## src/rtl/noc_vc_input_buffer_if.sv

```systemverilog
// Handshake bundle between upstream link, VC input buffer and
// route stage.
interface noc_vc_input_buffer_if #(
  parameter int DATA_W = 16,
  parameter int ADDR_W = 4,
  parameter int TGT_W  = 3,
  parameter int NUM_VC = 2,
  parameter int DEPTH  = 8
);
  localparam int FLIT_W = DATA_W + ADDR_W + TGT_W;
  localparam int VC_W   = (NUM_VC > 1) ? $clog2(NUM_VC) : 1;
  localparam int CNT_W  = $clog2(DEPTH + 1);

  logic [FLIT_W-1:0]        in_flit;
  logic                     in_valid;
  logic [VC_W-1:0]          in_vc;
  logic                     pop;
  logic [VC_W-1:0]          pop_vc;
  logic [NUM_VC*FLIT_W-1:0] out_flit;
  logic [NUM_VC-1:0]        out_valid;
  logic [NUM_VC*CNT_W-1:0]  count;
  logic                     credit_valid;
  logic [VC_W-1:0]          credit_vc;
  logic                     overflow_err;
  logic                     underflow_err;
  logic                     err_clr;

  modport master (
    output in_flit, in_valid, in_vc,
    output pop, pop_vc, err_clr,
    input  out_flit, out_valid, count,
    input  credit_valid, credit_vc,
    input  overflow_err, underflow_err
  );

  modport slave (
    input  in_flit, in_valid, in_vc,
    input  pop, pop_vc, err_clr,
    output out_flit, out_valid, count,
    output credit_valid, credit_vc,
    output overflow_err, underflow_err
  );
endinterface

```

## src/rtl/noc_vc_input_buffer.sv

```systemverilog
// Router input buffer: per-VC circular FIFOs with parallel head
// visibility, registered credit return and sticky error flags.
module noc_vc_input_buffer #(
  parameter int DATA_W = 16,
  parameter int ADDR_W = 4,
  parameter int TGT_W  = 3,
  parameter int NUM_VC = 2,
  parameter int DEPTH  = 8
) (
  input logic clk,
  input logic rst,
  noc_vc_input_buffer_if.slave bus
);
  localparam int FLIT_W = DATA_W + ADDR_W + TGT_W;
  localparam int VC_W   = (NUM_VC > 1) ? $clog2(NUM_VC) : 1;
  localparam int CNT_W  = $clog2(DEPTH + 1);
  localparam int PTR_W  = $clog2(DEPTH);

  logic [FLIT_W-1:0] mem    [NUM_VC][DEPTH];
  logic [PTR_W-1:0]  wr_ptr [NUM_VC];
  logic [PTR_W-1:0]  rd_ptr [NUM_VC];
  logic [CNT_W-1:0]  cnt    [NUM_VC];

  logic [NUM_VC-1:0] wr_req;
  logic [NUM_VC-1:0] wr_hit;
  logic [NUM_VC-1:0] pop_hit;
  logic              in_ok;
  logic              pop_ok;
  logic              ovf_ev;
  logic              unf_ev;
  logic              credit_valid_q;
  logic [VC_W-1:0]   credit_vc_q;
  logic              ovf_q;
  logic              unf_q;

  logic [NUM_VC*FLIT_W-1:0] head;
  logic [NUM_VC*CNT_W-1:0]  cnt_flat;
  logic [NUM_VC-1:0]        nonempty;

  assign in_ok  = 32'(bus.in_vc) < NUM_VC;
  assign pop_ok = 32'(bus.pop_vc) < NUM_VC;

  // Full is judged after a same-VC pop; empty is never rescued.
  always_comb begin
    wr_req  = '0;
    wr_hit  = '0;
    pop_hit = '0;
    for (int v = 0; v < NUM_VC; v++) begin
      pop_hit[v] = bus.pop && pop_ok &&
                   bus.pop_vc == VC_W'(v) &&
                   cnt[v] != '0;
      wr_req[v]  = bus.in_valid && in_ok &&
                   bus.in_vc == VC_W'(v);
      wr_hit[v]  = wr_req[v] &&
                   (cnt[v] != CNT_W'(DEPTH) || pop_hit[v]);
    end
  end

  assign ovf_ev = bus.in_valid &&
                  (!in_ok || |(wr_req & ~wr_hit));
  assign unf_ev = bus.pop && !(|pop_hit);

  always_ff @(posedge clk) begin
    if (!rst) begin
      for (int v = 0; v < NUM_VC; v++) begin
        if (wr_hit[v])
          mem[v][wr_ptr[v]] <= bus.in_flit;
      end
    end
  end

  always_ff @(posedge clk) begin
    if (rst) begin
      for (int v = 0; v < NUM_VC; v++) begin
        wr_ptr[v] <= '0;
        rd_ptr[v] <= '0;
        cnt[v]    <= '0;
      end
      credit_valid_q <= 1'b0;
      credit_vc_q    <= '0;
      ovf_q          <= 1'b0;
      unf_q          <= 1'b0;
    end else begin
      for (int v = 0; v < NUM_VC; v++) begin
        if (wr_hit[v])
          wr_ptr[v] <= wr_ptr[v] + 1'b1;
        if (pop_hit[v])
          rd_ptr[v] <= rd_ptr[v] + 1'b1;
        if (wr_hit[v] && !pop_hit[v])
          cnt[v] <= cnt[v] + 1'b1;
        else if (!wr_hit[v] && pop_hit[v])
          cnt[v] <= cnt[v] - 1'b1;
      end
      credit_valid_q <= |pop_hit;
      credit_vc_q    <= (|pop_hit) ? bus.pop_vc : '0;
      // A fresh error beats a same-cycle clear.
      if (ovf_ev)
        ovf_q <= 1'b1;
      else if (bus.err_clr)
        ovf_q <= 1'b0;
      if (unf_ev)
        unf_q <= 1'b1;
      else if (bus.err_clr)
        unf_q <= 1'b0;
    end
  end

  always_comb begin
    head     = '0;
    cnt_flat = '0;
    nonempty = '0;
    for (int v = 0; v < NUM_VC; v++) begin
      nonempty[v] = cnt[v] != '0;
      cnt_flat[v*CNT_W +: CNT_W] = cnt[v];
      if (cnt[v] != '0)
        head[v*FLIT_W +: FLIT_W] = mem[v][rd_ptr[v]];
    end
  end

  assign bus.out_flit      = head;
  assign bus.out_valid     = nonempty;
  assign bus.count         = cnt_flat;
  assign bus.credit_valid  = credit_valid_q;
  assign bus.credit_vc     = credit_vc_q;
  assign bus.overflow_err  = ovf_q;
  assign bus.underflow_err = unf_q;
endmodule

```

## src/flat_wrapper.sv

```systemverilog
// flat-port wrapper written by rule: the top's interface ports become plain ports
module noc_vc_input_buffer_flat 
#(
  parameter int DATA_W = 16,
  parameter int ADDR_W = 4,
  parameter int TGT_W  = 3,
  parameter int NUM_VC = 2,
  parameter int DEPTH  = 8
)
  (clk, rst, bus_in_flit, bus_in_valid, bus_in_vc, bus_pop, bus_pop_vc, bus_err_clr, bus_out_flit, bus_out_valid, bus_count, bus_credit_valid, bus_credit_vc, bus_overflow_err, bus_underflow_err);
  noc_vc_input_buffer_if #(.DATA_W(DATA_W), .ADDR_W(ADDR_W), .TGT_W(TGT_W), .NUM_VC(NUM_VC), .DEPTH(DEPTH)) bus_i ();
  input logic clk;
  input logic rst;
  input wire logic [$bits(bus_i.in_flit)-1:0] bus_in_flit;
  input wire logic [$bits(bus_i.in_valid)-1:0] bus_in_valid;
  input wire logic [$bits(bus_i.in_vc)-1:0] bus_in_vc;
  input wire logic [$bits(bus_i.pop)-1:0] bus_pop;
  input wire logic [$bits(bus_i.pop_vc)-1:0] bus_pop_vc;
  input wire logic [$bits(bus_i.err_clr)-1:0] bus_err_clr;
  output wire logic [$bits(bus_i.out_flit)-1:0] bus_out_flit;
  output wire logic [$bits(bus_i.out_valid)-1:0] bus_out_valid;
  output wire logic [$bits(bus_i.count)-1:0] bus_count;
  output wire logic [$bits(bus_i.credit_valid)-1:0] bus_credit_valid;
  output wire logic [$bits(bus_i.credit_vc)-1:0] bus_credit_vc;
  output wire logic [$bits(bus_i.overflow_err)-1:0] bus_overflow_err;
  output wire logic [$bits(bus_i.underflow_err)-1:0] bus_underflow_err;
  assign bus_i.in_flit = bus_in_flit;
  assign bus_i.in_valid = bus_in_valid;
  assign bus_i.in_vc = bus_in_vc;
  assign bus_i.pop = bus_pop;
  assign bus_i.pop_vc = bus_pop_vc;
  assign bus_i.err_clr = bus_err_clr;
  assign bus_out_flit = bus_i.out_flit;
  assign bus_out_valid = bus_i.out_valid;
  assign bus_count = bus_i.count;
  assign bus_credit_valid = bus_i.credit_valid;
  assign bus_credit_vc = bus_i.credit_vc;
  assign bus_overflow_err = bus_i.overflow_err;
  assign bus_underflow_err = bus_i.underflow_err;
  noc_vc_input_buffer #(.DATA_W(DATA_W), .ADDR_W(ADDR_W), .TGT_W(TGT_W), .NUM_VC(NUM_VC), .DEPTH(DEPTH)) u_core (.clk(clk), .rst(rst), .bus(bus_i));
endmodule
```

## config.mk

```make
export PLATFORM = sky130hd
export DESIGN_NAME = noc_vc_input_buffer_flat
export DESIGN_NICKNAME = d
export VERILOG_FILES = /design/src/rtl/noc_vc_input_buffer_if.sv /design/src/rtl/noc_vc_input_buffer.sv /design/src/flat_wrapper.sv
export SDC_FILE = /design/constraint.sdc
export NUM_CORES = 1
export LEC_CHECK = 0
export BUFFER_PORTS_ARGS = -buffer_cell sky130_fd_sc_hd__buf_2
export CAP_MARGIN = 5
export CORE_ASPECT_RATIO = 1.4
export CORE_MARGIN = 2
export CORE_UTILIZATION = 51
export CTS_BUF_LIST = sky130_fd_sc_hd__clkbuf_8
export DETAILED_ROUTE_END_ITERATION = 8
export PLACE_DENSITY_LB_ADDON = 0.2
export REMOVE_ABC_BUFFERS = 1
export SLEW_MARGIN = 0
export SYNTH_ARGS = -nofsm -noshare
export SYNTH_HDL_FRONTEND = slang
export SYNTH_SLANG_ARGS = --single-unit
```

## constraint.sdc

```tcl
create_clock -name clk -period 3.7 [get_ports clk]
set_input_delay 0.37 -clock clk [delete_from_list [all_inputs] [get_ports clk]]
set_output_delay 0.37 -clock clk [all_outputs]
set_load 0.01 [all_outputs]
```

==> results by group, run 1 <==
Synth
  • XOR/XNOR Fraction of Synth Area: 0.454%
  • FFs w/ async S/R, synth: 0%
  • Area share of fa/ha/maj cells after synthesis: 0.778%
  • Cells after synthesis: 742
  • Cell Area, Synth: 15,400 sq um
  • Seq/Total Area, Yosys: 76.0%
  • Largest area contributor in the synthesized netlist: edfxtp_1
  • Simple-Gate Fraction of Synth Area: 4.01%
  • Number of synthesized register bits: 392
  • Top cell type's share of synthesized area: 75.5%
  • Compound-cell area share of the yosys netlist: 0.981%
  • Largest family of logic cells by synthesized area: multiplexers
  • Syn_area_per_cell: 20.8 sq um
  • Main area contributors after synthesis: edfxtp_1 (76%), mux4_2 (13%), mux2i_1 (3.0%), nor2_1 (1.8%), ha_1 (0.65%)
  • Most used DFF post-synth: edfxtp_1
  • Warnings, synthesis: 0
  • Post-synth EDFFs: 388
  • Synth unique cells: 46
  • Multiplexer share of the synthesized area: 16.5%

Timing
  • Setup TNS Final: 0 ns
  • Final setup violation count: 0
  • Hold Worst Slack: 0.0589 ns
  • Slew @ Worst Pin: 0.837 ns
  • Min Tclk post-route: 2.81 ns
  • Clk_skew: 0.0213 ns
  • Max Slew Vio Count: 0
  • Period utilization: 75.9%
  • RSZ-0062 raised after global routing: false
  • Relative slew slack: 44.2%
  • Final Hold Viols: 0
  • Fmax: 356 MHz

Critical path
  • Critical path class: reg -> out
  • Max FO, Critical Path: 47
  • Critical path arrival: 2.44 ns
  • Critical Path End Type: output port
  • Critical Path Source Type: flip-flop
  • Critical Path RT: 3.33 ns

Clock network
  • # Post-CTS Setup Buffers: 0
  • Max Root-Sink Buffers: 3
  • CTS tree: yes
  • Clk pin slew, worst setup/hold paths: 0.06 ns
  • Clock Latency Late Sink: 0.59 ns
  • Num CTS Buffers: 56
  • H-tree depth: 2
  • Clk sinks: 392
  • Post-CTS resize count: 0
  • CTS Root Cell: clkbuf_8
  • Hold buffer count at CTS: 0

Floorplan
  • Die area: 31,700 sq um
  • Rows: 75
  • Die Width: 151 um
  • Initial Utilization: 51.7%
  • Die H: 210 um
  • Num ports: 90
  • Core Area: 29,800 sq um

Cells and area
  • Final core utilization: 58.4%
  • P&R area growth vs syn: 13.0%
  • # diodes: 0
  • Layout cells sized above 1: 32.7%
  • Final Cell Area: 17,400 sq um
  • Final nets: 920

Place
  • # port buffers: 89
  • Cell Area, Placed: 16,500 sq um
  • Half-perimeter wire length after placement: 17,700 um
  • Gp weighted congestion: 0.737

Outcome
  • Status: finished, final reports clean

Min path
  • Hold Path Class: in -> reg

Global route
  • Pin count of the biggest net entering global routing: 49
  • Antenna violations before repair: 0
  • GRT Residual Overflow: 0
  • Tot GR Track Use: 20.3%
  • First-pass GRT wire length: 47,000 um
  • Vias in the first global route: 8,159

Power
  • Total leakage power: 5.83 nW
  • Peak supply drop: 0.321 mV
  • Pwr dens: 520 nW/um^2

Detailed routing
  • Final WL: 30,900 um
  • Antenna Nets Post-Route: 0
  • Drc violations: 0
  • DRT iter0 DRCs: 538
  • Pre-Repair DR Iteration Count: 5
  • Routed vias: 7,572
  • Vias per Instance: 5.81
  • DR WL/cell: 23.7 um

Job
  • Maxcap violations: 0
cell usage in the layout, fill, tap and decap left out, drive strengths merged, types with 2 or more instances in the layout:
| cell type | instances |
|---|---|
| nand2b | 6 |
| or2 | 2 |
| nor3 | 8 |
| buf | 117 |
| and3b | 2 |
| mux2i | 46 |
| inv | 27 |
| dfxtp | 4 |
| o31ai | 2 |
| or4 | 2 |
| xnor2 | 7 |
| o21ai | 3 |
| mux4 | 92 |
| or3 | 2 |
| and2 | 3 |
| edfxtp | 388 |
| o21bai | 2 |
| clkinv | 21 |
| a21oi | 7 |
| nor3b | 4 |
| ha | 8 |
| clkbuf | 57 |
| a21o | 2 |
| nor2 | 74 |
| nor4 | 2 |
| nand2 | 10 |
| or3b | 3 |
| nand3 | 3 |
| nor2b | 2 |
critical path, cell delays in order, from the launching register on:
cell and delay (ns):
edfxtp_1 0.33, buf_4 0.59, mux4_2 0.42, mux2i_1 0.24, nor2_1 0.10, buf_2 0.16
stage by stage:
step	power (mW)	instances	setup WS, ns
finish	9.07	1303	0.893
global route	9.44	1303	0.763
CTS	9.19	1303	0.828
detailed placement	6.27	1208	1.03
global placement	6.23	1208	1.10
floorplan	5.81	706	-0.199
synthesized netlist by cell type, types with 2 or more instances:
cell type,count
edfxtp_1,388
mux4_2,92
nor2_1,74
mux2i_1,46
clkbuf_1,21
nand2_1,10
buf_2,9
ha_1,8
a21oi_1,7
inv_1,7
xnor2_1,7
nand2b_1,6
buf_1,5
nor3_1,5
dfxtp_1,4
inv_2,4
and2_1,3
nand3_1,3
nor3_2,3
nor3b_1,3
or3b_1,3
a21o_1,2
and3b_1,2
nor2b_1,2
o21ai_1,2
o21bai_1,2
o31ai_1,2
or2_2,2
or3_1,2
or4_1,2
cells by family (layout without fill, tap and decap cells):
group           count (synthesis)  count (layout)
compound gates                 22              22
xor+xnor                        8               8
fa+ha+maj                       9               9
buf+inv                        47             223
flops                         392             392
mux                           139             139
simple gates                  125             125
routing by layer:
layer,GRT usage [%],part of all wire (%),up-vias
met2,34.4,52,230
li1,-,-,3301
met1,26.0,40,3975
met4,8.22,3.1,0
met5,0,0,-
met3,3.74,4.7,66
flip-flops by register name (all words and copies together) (netlist names):
name,cells
u_core.bus.overflow_err,1
u_core.wr_ptr,6
u_core.bus.underflow_err,1
u_core.mem,368
u_core.bus.credit_vc,1
u_core.cnt,8
u_core.bus.credit_valid,1
u_core.rd_ptr,6
final cells by class:
type	instances	area [sq um]
Multi-Input combinational cell	303	3570
Timing Repair Buffer	117	681
Inverter	11	41.3
Clock buffer	57	785
Clock inverter	38	151
Tap cell	385	482
Sequential cell	392	11700
Fill cell	2252	12400
power by group:
group	internal (mW)	switching, mW
sequential	4.97	0.0719
combinational	0.483	0.629
clock	1.41	1.50
final timing paths:
path,slack [ns],cells after the start,startpoint,to
min,0.06,3,bus_pop,u_core.bus.underflow_err
max reg2reg,1.09,9,u_core.cnt[1][0],u_core.cnt[1][3]
min reg2reg,0.60,3,u_core.bus.overflow_err,u_core.bus.overflow_err
max,0.89,5,u_core.rd_ptr[0][4],bus_out_flit[33]
Power figures use the tool's default switching activity.
==> run 2, diff against run 1 <==
--- a/config.mk
+++ b/config.mk
@@ -5,6 +5,7 @@
 export SDC_FILE = /design/constraint.sdc
 export NUM_CORES = 1
 export LEC_CHECK = 0
+export ABC_AREA = 1
 export BUFFER_PORTS_ARGS = -buffer_cell sky130_fd_sc_hd__buf_2
 export CAP_MARGIN = 5
 export CORE_ASPECT_RATIO = 1.4
==> constraint.sdc (replaced) <==
create_clock -name clk -period 2.25 [get_ports clk]
set_input_delay 0.225 -clock clk [delete_from_list [all_inputs] [get_ports clk]]
set_output_delay 0.225 -clock clk [all_outputs]
set_load 0.01 [all_outputs]
==> results by group, run 2 <==
Synth
  • FFs w/ async S/R, synth: 0%
  • Cell Area, Synth: 16,000 sq um
  • Number of synthesized register bits: 392
  • Largest area contributor in the synthesized netlist: edfxtp_1
  • Post-synth EDFFs: 388
  • Count leader, synth: edfxtp_1
  • Main area contributors after synthesis: edfxtp_1 (73%), nor2_1 (9.0%), o21ai_0 (6.5%), o21ai_1 (3.6%), nand2_1 (1.0%)
  • Most used DFF post-synth: edfxtp_1
  • Syn_area_per_cell: 12.1 sq um
  • Seq/Total Area, Yosys: 73.2%
  • Top cells by count, synth: edfxtp_1 (388), nor2_1 (383), o21ai_0 (209), o21ai_1 (115), nand2_1 (44)
  • Cells after synthesis: 1,324
  • Warnings, synthesis: 0
  • Top cell type's share of synthesized area: 72.7%
  • Synth unique cells: 28

Global route
  • First-pass GRT wire length: 61,800 um
  • Vias in the first global route: 10,900
  • GRT Residual Overflow: 0
  • Antenna violations before repair: 0
  • Pin count of the biggest net entering global routing: 31
  • Tot GR Track Use: 24.9%

Critical path
  • Critical Path End Type: output port
  • Critical Path RT: 2.03 ns
  • R2r startpoint: u_core.cnt[0][1]
  • Slowest cell delay on critical path: 0.41 ns
  • Critical Path Slowest Stage Cell: edfxtp_1
  • Max FO, Critical Path: 9
  • Critical path arrival: 2.24 ns
  • Crit path launch: u_core.rd_ptr[0][3]
  • Buffers plus inverters on the worst setup path: 3
  • Cells along the critical path: buf_12 > clkbuf_16 > o21ai_0 > o21ai_1 > nor2_1 > nor2_2 > buf_2
  • Critical path's top delay family: buffers and inverters
  • Critical Path Source Type: flip-flop
  • Critical path class: reg -> out

Power
  • Pwr Total: 16.4 mW
  • Gate power share: 17.9%
  • Peak supply drop: 0.484 mV
  • Clock Power Share: 31.9%
  • Total leakage power: 7.25 nW
  • Switching Share: 27.3%
  • Power share of the sequential group: 50.2%
  • Pwr dens: 804 nW/um^2
  • Sw Pwr: 4.46 mW
  • Int Power: 11.9 mW

Floorplan
  • Die H: 214 um
  • Die Width: 154 um
  • Core Area: 30,800 sq um
  • Num ports: 90
  • Rows: 76
  • Initial Utilization: 52.0%
  • Die area: 32,900 sq um

Detailed routing
  • DR WL/cell: 22.5 um
  • Drc violations: 0
  • Antenna Nets Post-Route: 0
  • DRT iter0 DRCs: 1,146
  • Pre-Repair DR Iteration Count: 7
  • Routed vias: 11,400
  • Final WL: 44,000 um
  • Vias per Instance: 5.83

Clock network
  • Num CTS Buffers: 55
  • CTS tree: yes
  • H-tree depth: 2
  • Clk pin slew, worst setup/hold paths: 0.07 ns
  • CTS Root Cell: clkbuf_8
  • Clk sinks: 392
  • Clock Latency Late Sink: 0.62 ns
  • Max Root-Sink Buffers: 3

Timing
  • Min Tclk post-route: 2.47 ns
  • Slew @ Worst Pin: 0.410 ns
  • Final setup violation count: 45
  • RSZ-0062 raised after global routing: true
  • PnR worst setup slack: -0.218 ns
  • Relative slew slack: 72.7%
  • Clk_skew: 0.0266 ns
  • Fmax: 405 MHz
  • Max Slew Vio Count: 0
  • Period utilization: 110%
  • Final Hold Viols: 0
  • Hold Worst Slack: 0.0210 ns

Cells and area
  • P&R area growth vs syn: 27.1%
  • Final core utilization: 66.1%
  • Commonest non-fill, non-tap cell in the layout: edfxtp_1
  • Final Cell Area: 20,400 sq um
  • Fill cell count: 2,225
  • Max reg flops: 368
  • Layout cells sized above 1: 29.6%
  • # diodes: 0
  • Most frequent cells in the layout: edfxtp_1 (388), nor2_1 (284), o21ai_1 (191)
  • Final nets: 1,559

Place
  • Pre-CTS setup slack: 0.213 ns
  • Cell Area, Placed: 17,200 sq um
  • Half-perimeter wire length after placement: 21,500 um
  • Gp weighted congestion: 0.813
  • # port buffers: 89

Job
  • Maxcap violations: 0

Min path
  • Hold Path Class: in -> reg
  • Hold Startpoint: bus_in_flit[17]

Outcome
  • Failing checks: negative setup slack
  • Status: finished, violations left
run 2: changes by cell type in the layout (fill, tap and decap cells not counted), moves of 46 or more:
cell / before / now
nor2_1: 67 / 284
o21ai_1: 2 / 191
mux4_2: 92 / 0
o21ai_0: 1 / 80
nor2_2: 7 / 66
o21ai_2: 0 / 49
mux2i_1: 46 / 0
run 2: power by group through the flow:
stage | clock, mW | combinational (mW) | sequential (mW)
final | 5.23 | 2.92 | 8.21
after global routing | 5.58 | 3.14 | 8.22
after CTS | 5.27 | 2.51 | 8.20
after detailed placement | 0 | 1.98 | 8.37
after global placement | 0 | 1.96 | 8.36
after floorplan | 0 | 0.953 | 8.48
run 2: per-stage QoR:
| step | instances | setup TNS, ns |
|---|---|---|
| after floorplan | 1248 | -395.37 |
| after global placement | 1776 | 0 |
| after detailed placement | 1776 | 0 |
| after CTS | 1926 | -4.08 |
| after global routing | 1956 | -8.55 |
| final | 1956 | -3.73 |
run 2: cell type report:
type,instances,area (sq um),share of cell area (%)
flip-flops and latches,392,11700,57.6
multi-input cells,817,4450,21.9
repair buffers,214,2450,12.0
clock buffers,56,771,3.79
well taps,390,488,2.40
clock inverters,47,251,1.24
inverters,39,203,0.996
repair inverters,1,11.3,0.0553
run 2: final timing paths:
kind | to | slack, ns | cells after the start
worst max-delay path | bus_out_flit[36] | -0.22 | 7
worst min-delay path | u_core.mem[0][109] | 0.02 | 1
worst max register to register | u_core.cnt[0][3] | 0.23 | 13
worst min register to register | u_core.bus.overflow_err | 0.60 | 4
run 2: repair_timing:
action,4_1_cts,5_1_grt
gates cloned,20,17
pin swaps,30,91
hold buffers,8,0
buffers inserted,19,18
endpoints found under the hold margin,27,0
resized for setup,161,226
endpoints found under the setup margin,47,46
run 2: cells by family after synthesis:
logic type,count (synthesis),synth area share [%]
xor gates and xnor gates,8,0.437
and+or+nand+nor,466,11.4
buffers and inverters,115,3.68
DFF,392,73.2
adders and majority gates,9,0.750
AOI/OAI and AO/OA,334,10.5
run 2: worst reg2reg max path: stages (launching register included):
cell and delay [ns]:
edfxtp_1 0.43, nor2_1 0.19, nand2_2 0.10, nand4_2 0.08, inv_1 0.08, ha_1 0.33
a21oi_1 0.19, nand2_1 0.07, nand2_1 0.07, nand2_1 0.06, nand2_1 0.05, nand2_1 0.05
nand2_1 0.05, inv_1 0.04
run 2: routing by layer:
layer | wire length [um] | track usage [%] | share of wire [%]
met4 | 963 | 7.88 | 2.2
met3 | 3390 | 3.98 | 7.7
met5 | 0 | 0 | 0
met1 | 16800 | 30.8 | 38
met2 | 22800 | 45.1 | 52
